`config.mk`:
```
export PLATFORM = sky130hd
export DESIGN_NAME = bcd_down_counter
export DESIGN_NICKNAME = d
export VERILOG_FILES = /design/src/rtl/bcd_down_counter.sv
export SDC_FILE = /design/constraint.sdc
export NUM_CORES = 1
export LEC_CHECK = 0
export CAP_MARGIN = 20
export CORE_ASPECT_RATIO = 1.25
export CORE_MARGIN = 2
export CORE_UTILIZATION = 49
export CTS_CLUSTER_DIAMETER = 50
export DETAILED_ROUTE_END_ITERATION = 6
export PLACE_DENSITY = 0.84
export RECOVER_POWER = 25
export SLEW_MARGIN = 0
export SYNTH_ARGS = -nofsm -noshare
export SYNTH_HDL_FRONTEND = slang
export SYNTH_SLANG_ARGS = --single-unit
```
`constraint.sdc`:
```
create_clock -name clk -period 5.5 [get_ports clk]
set_clock_uncertainty 0.2 [all_clocks]
set_input_delay 1.1 -clock clk [delete_from_list [all_inputs] [get_ports clk]]
set_output_delay 1.1 -clock clk [all_outputs]
set_load 0.1 [all_outputs]
```
`src/rtl/bcd_down_counter.sv`:
```
// bcd_down_counter: loadable multi-digit BCD down counter.
// Q counts down in decimal on enable, stops at zero, and pulses done when a
// decrement lands on zero. Loads containing a non-BCD digit are rejected and
// flagged with a one-cycle load_err pulse.
// Optional feature: define BCD_DOWN_COUNTER_AUTO_RELOAD_EN to keep a reload
// register holding the last accepted load value; an enable at zero then
// restarts the count from that value instead of holding at zero.
module bcd_down_counter #(
  parameter int NUM_DIGITS = 4
) (
  input  logic                    clk,
  input  logic                    reset,
  input  logic                    load,
  input  logic [4*NUM_DIGITS-1:0] load_val,
  input  logic                    enable,
  output logic [4*NUM_DIGITS-1:0] Q,
  output logic                    zero,
  output logic                    done,
  output logic                    load_err
);

  localparam int W = 4 * NUM_DIGITS;

  logic [W-1:0] count_q, count_d;
  logic         done_q, done_d;
  logic         loadErr_q, loadErr_d;
`ifdef BCD_DOWN_COUNTER_AUTO_RELOAD_EN
  logic [W-1:0] reload_q, reload_d;
`endif

  logic         loadOk;
  logic [W-1:0] decVal;
  logic         borrow;
  logic         isZero;

  assign isZero = (count_q == '0);

  // Validate every load digit and form the decimal decrement of Q, with the
  // borrow rippling from digit 0 upward; a digit at 0 wraps to 9 and keeps
  // borrowing, the first nonzero digit absorbs the borrow.
  always_comb begin
    loadOk = 1'b1;
    decVal = count_q;
    borrow = 1'b1;
    for (int i = 0; i < NUM_DIGITS; i++) begin
      if (load_val[4*i +: 4] > 4'd9) begin
        loadOk = 1'b0;
      end
      if (borrow) begin
        if (count_q[4*i +: 4] == 4'd0) begin
          decVal[4*i +: 4] = 4'd9;
        end else begin
          decVal[4*i +: 4] = count_q[4*i +: 4] - 4'd1;
          borrow           = 1'b0;
        end
      end
    end
  end

  // Next-state selection: load beats enable, enable beats hold; the pulses
  // default low so they last exactly one cycle.
  always_comb begin
    count_d   = count_q;
    done_d    = 1'b0;
    loadErr_d = 1'b0;
`ifdef BCD_DOWN_COUNTER_AUTO_RELOAD_EN
    reload_d  = reload_q;
`endif
    if (load) begin
      if (loadOk) begin
        count_d  = load_val;
`ifdef BCD_DOWN_COUNTER_AUTO_RELOAD_EN
        reload_d = load_val;
`endif
      end else begin
        loadErr_d = 1'b1;
      end
    end else if (enable) begin
      if (!isZero) begin
        count_d = decVal;
        done_d  = (decVal == '0);
      end else begin
`ifdef BCD_DOWN_COUNTER_AUTO_RELOAD_EN
        count_d = reload_q;
`else
        count_d = count_q;
`endif
      end
    end
  end

  // State registers with synchronous reset that overrides load and enable.
  always_ff @(posedge clk) begin
    if (reset) begin
      count_q   <= '0;
      done_q    <= 1'b0;
      loadErr_q <= 1'b0;
`ifdef BCD_DOWN_COUNTER_AUTO_RELOAD_EN
      reload_q  <= '0;
`endif
    end else begin
      count_q   <= count_d;
      done_q    <= done_d;
      loadErr_q <= loadErr_d;
`ifdef BCD_DOWN_COUNTER_AUTO_RELOAD_EN
      reload_q  <= reload_d;
`endif
    end
  end

  assign Q        = count_q;
  assign zero     = isZero;
  assign done     = done_q;
  assign load_err = loadErr_q;

endmodule

```
# Yosys cells after proc, flatten, opt, wreduce, memory -nomap -nowiden
# Cells that the tools add are included.
[totals]
input_bits = 20
register_bits = 18
output_inout_bits = 19
word_cells = 46
[op_classes]
magnitude_cmp = 4
n_eq_ne = 2
mux = 21
n_reduce_logical = 10
bitwise_logic = 2
addsub = 4
[ops]
columns = ["operator", "n"]
rows = [
  ["$mux 16", 4],
  ["$logic_not 16->1", 2],
  ["$mux 4", 7],
  ["$gt 4x4->1 const B", 4],
  ["$logic_not 4->1", 4],
  ["$sub 4x1->4 const B", 4],
  ["$mux 1", 10],
  ["$reduce_or 4->1", 1],
  ["$reduce_and 3->1", 1],
  ["$ne 2x1->1 const B", 1],
  ["$ne 2x2->1 const B", 1],
  ["$not 1->1", 2],
  ["$reduce_bool 2->1", 1],
  ["$reduce_or 2->1", 1],
]

# Logic depth before layout (Yosys ltp)
[logic_depth]
ltp_word = 8
depth_mapped = 7
mapped_depth_nobuf = 5

# Worst setup path before layout
# OpenSTA, ideal clock, no wires.
[synth_path]
path_type = "register to output"
start = "register count_q[0], in the netlist Q[0]"
end = "output port zero"
t_required_ps = 4200
t_arrival_ps = 3666
path_stages_with_launch = 5
n_path_buf = 2
path_slack_ps = 534
cell_sequence = "dfxtp_1 > or4_1 > buf_2 > buf_6 > nor3_1"
[synth_via]
elab_chain_len = 1
[synth_rtl]
columns = ["element", "line", "source"]
rows = [
  ["start: declaration", "24", "logic [W-1:0] count_q, count_d;"],
  ["start signal: assignment", "102", "count_q <= count_d;"],
  ["$logic_not 16->1", "36", "assign isZero = (count_q == '0);"],
  ["end: declaration", "17", "output logic zero,"],
]
# No other way between the ends.

# Worst setup path in the final report
[layout_path]
start = "input port load"
end = "register count_q[8], in the netlist Q[8]"
[layout_via]
elab_chain_len = 2
word_cells_on_any_way = 5
cone_classes = "2 x eq/ne; 1 x mux; 2 x reduce/logical"
[layout_rtl]
columns = ["element", "line", "source"]
rows = [
  ["start: declaration", "13", "input logic load,"],
  ["$ne 2x1->1 (no line), or another cell as far along", "--", ""],
  ["$reduce_and 3->1 (no line)", "--", ""],
]
# Several ways; a longest one is shown, not always the timed one.
# A chain may end at the register's enable or synchronous reset.

==> out/summary.json <==
{
  "run_status": {
    "outcome": "completed"
  },
  "logic_synthesis": {
    "synthesis.area_per_instance_um2": 7.932,
    "ys_types": 44,
    "post-synth-top-area-fraction": 0.2969,
    "synthFlopType": "dfxtp_1",
    "async_reset_ff_frac": 0,
    "synth_xor_xnor_area_share": 0,
    "synthesis.nets": 173,
    "seq_area_frac_synth": 0.2969,
    "synth-seq-cells": 18,
    "synthCells": 153,
    "synth_compound_gate_area_share": 0.2979,
    "area_fraction_in_and_or_nand_and_nor_cells_after_synthesis": 0.2918,
    "ys.warnings.count": 0,
    "yosys-top-cells-count": "18 x dfxtp_1, 16 x a21oi_1, 13 x nor2_1, 10 x nand2_1, 10 x nor3_1",
    "synth_area_leader_cell": "dfxtp_1",
    "yosysMostFrequentCell": "dfxtp_1",
    "share_of_synthesized_area_spent_on_multiplexers": 0.04124,
    "syn-cell-area_um2": 1214,
    "synth_enable_flop_cells": 0,
    "synth_adder_area_share": 0,
    "ys_top_cells_by_area": "dfxtp_1 30%, a21oi_1 6.6%, mux2i_1 4.1%",
    "synth_top_family_by_area": "compound AO/OA/AOI/OAI gates"
  },
  "hold_path": {
    "hold_path.class": "reg -> reg"
  },
  "routing": {
    "dr.pass1.iters": 4,
    "wl_per_cell_um": 17.13,
    "drt_iter0_drc": 83,
    "drcViolationCount": 0,
    "num_vias": 1380,
    "via_count_normalized_by_instance_count": 6.330,
    "route.antenna.remaining_nets": 0,
    "wl_um": 3734
  },
  "timing": {
    "rsz0062_at_grt": "false",
    "layout_worst_path_cycle_share": 0.7900,
    "fmaxAchievable_mhz": 230.1,
    "timing.max_slew.rel_slack": 0.2979,
    "report.final.setup_viol": 0,
    "fin_tns_setup_ps": 0,
    "min_period_ps": 4345,
    "final_max_slew_viol_count": 0,
    "worst_pin_slew_ps": 1053,
    "timing_hold_violations_final": 0
  },
  "floorplan": {
    "floorplan.die_area_um2": 2893,
    "dieHeight_um": 59.64,
    "initial_core_util": 0.5052,
    "row_cnt": 20,
    "design.portCount": 39,
    "core_region_area_um2": 2402,
    "die-width_um": 48.52
  },
  "clock_network": {
    "cts.reportedPaths.clkPinSlew_ps": 110,
    "cts.path.max_buffers": 2,
    "cts-buffers-inserted": 3,
    "htree_levels": 1,
    "clock_latency_ps": 310,
    "post_cts.repair.setup_buffers": 0,
    "cts-resized-gates": 0,
    "root_buffer": "clkbuf_4",
    "clock_tree_from_tritoncts": "done",
    "clock_sinks": 18,
    "cts_hold_repair.buffers": 0
  },
  "setup_path": {
    "cpMaxStageDelayCell": "clkinv_1",
    "critical_path_cell_list": "clkdlybuf4s50_1, clkbuf_1, clkinv_1, nor2_1, buf_4, o22ai_2, a32o_1",
    "cp.arrival_ps": 4360,
    "required_time_reported_for_the_critical_path_endpoint_ps": 5520,
    "timing.critical_path.from_type": "primary input",
    "worst_path_max_fanout": 24,
    "buffers_plus_inverters_on_the_worst_setup_path": 4,
    "critical_path.top_delay_family": "buffers and inverters",
    "r2r_start": "Q[0]",
    "critical_path.max_stage_delay_ps": 790,
    "ws_path_type": "in -> reg",
    "cp-endpoint": "Q[8]",
    "rr_endpoint": "Q[4]",
    "crit_start": "load",
    "critical_path.endpoint_type": "flop",
    "cp.depth": 7,
    "count_of_cells_along_the_worst_register_to_register_path": 5,
    "ff2ff_setup_slack_ps": 2730
  },
  "power_and_ir_drop": {
    "power.switching_fraction": 0.5074,
    "power_switching_mw": 0.2894,
    "combPwrFrac": 0.565,
    "seqPwrFrac": 0.283,
    "power.internal_mw": 0.2810,
    "power.clock.fraction": 0.152,
    "p_leak_nw": 0.6095,
    "vdd.ir_drop.worst_mv": 0.2096,
    "power.density_nw_per_um2": 354.3
  },
  "grt": {
    "grt_overflow_total": 0,
    "grt_pass1_vias": 1305,
    "grt_first_pass_wirelength_um": 5913,
    "grt_max_degree": 25,
    "globalRouteTotalUtil": 0.2654,
    "grt_antenna_before_repair": 0
  },
  "finish": {
    "fraction_of_final_layout_cells_sized_beyond_drive_strength_1": 0.08108,
    "finalNonFillerCells": 218,
    "nets": 206,
    "area_growth_syn_to_layout_pct": 32.68,
    "diodes": 0,
    "final_core_utilization": 0.6703
  },
  "placement": {
    "detailedPlacementHpwl_um": 2694,
    "place_congestion": 0.8481,
    "port_buffers": 38,
    "cell_count_after_placement": 214
  },
  "run": {
    "timing.max_cap.violations": 0
  }
}
## worst reg2reg max path: stages (launching register included)
cell     delay (ps)
dfxtp_1         380
or4_1           790
nor4_4          530
a21oi_2         280
nor2_1          310
o32ai_1         140
## power by group through the flow
stage / registers [mW] / logic [mW] / clock network (mW)
finish: 0.161 / 0.322 / 0.0868
CTS: 0.161 / 0.323 / 0.0874
global placement: 0.162 / 0.318 / 0
floorplan: 0.260 / 0.160 / 0
global route: 0.163 / 0.339 / 0.0914
detailed placement: 0.164 / 0.322 / 0
## cell families after synthesis
| group | count (synthesis) |
|---|---|
| AOI/OAI and AO/OA | 50 |
| buffers and inverters | 16 |
| DFF | 18 |
| muxes | 5 |
| and+or+nand+nor | 64 |
## per-layer routing
metal	share of wire	GRT usage
met5	0	0
met4	0.029	0.1265
met3	0.074	0.05303
met2	0.50	0.4742
met1	0.40	0.3082
## sequential cells by signal, summed over array words and instances, names as in the netlist
signal and cells:
done 1, Q 16, load_err 1
## cells in the final DEF (no fill, tap or decap), drive strengths merged, types with 2 or more instances in the layout
cell / Yosys / routed
o32ai: 3 / 3
clkbuf: 7 / 5
nand2b: 2 / 2
o21ai: 7 / 7
dlygate4sd3: 0 / 8
nor2: 13 / 13
o31ai: 2 / 2
nor4: 3 / 3
inv: 3 / 3
a21oi: 17 / 17
clkdlybuf4s50: 0 / 30
nand2: 11 / 11
and3: 4 / 4
nor3: 10 / 10
a221oi: 2 / 2
a32o: 3 / 3
o221ai: 6 / 6
o22ai: 3 / 3
mux2i: 5 / 5
nand3: 8 / 8
or4: 3 / 3
or2: 4 / 4
dfxtp: 18 / 18
## layout make-up
type | instances | area (um^2)
fill | 219 | 792.0
multi-input combinational | 119 | 765.7
timing repair buffer | 40 | 391.6
sequential | 18 | 360.3
tap | 33 | 41.29
clock buffer | 4 | 36.28
inverter | 4 | 15.01
## worst min path at each step
stage	start	to	slack, ps	cells after the start
floorplan	Q[12]	Q[12]	700	2
global placement	Q[12]	Q[12]	270	2
detailed placement	Q[12]	Q[12]	280	2
CTS	Q[12]	Q[12]	300	2
global route	Q[12]	Q[12]	330	2
finish	Q[12]	Q[12]	300	2
## metrics by stage
stage	total power [mW]	setup WS [ps]	area [um^2]	hold WS, ps
final	0.5705	1155	1610	298.3
after global routing	0.5942	1007	1610	329.1
after CTS	0.5719	1281	1614	297.5
after detailed placement	0.4862	1636	1578	282.4
after global placement	0.4807	1650	1578	267.0
after floorplan	0.4193	534.0	1214	704.1
Power figures use the tool's default switching activity.
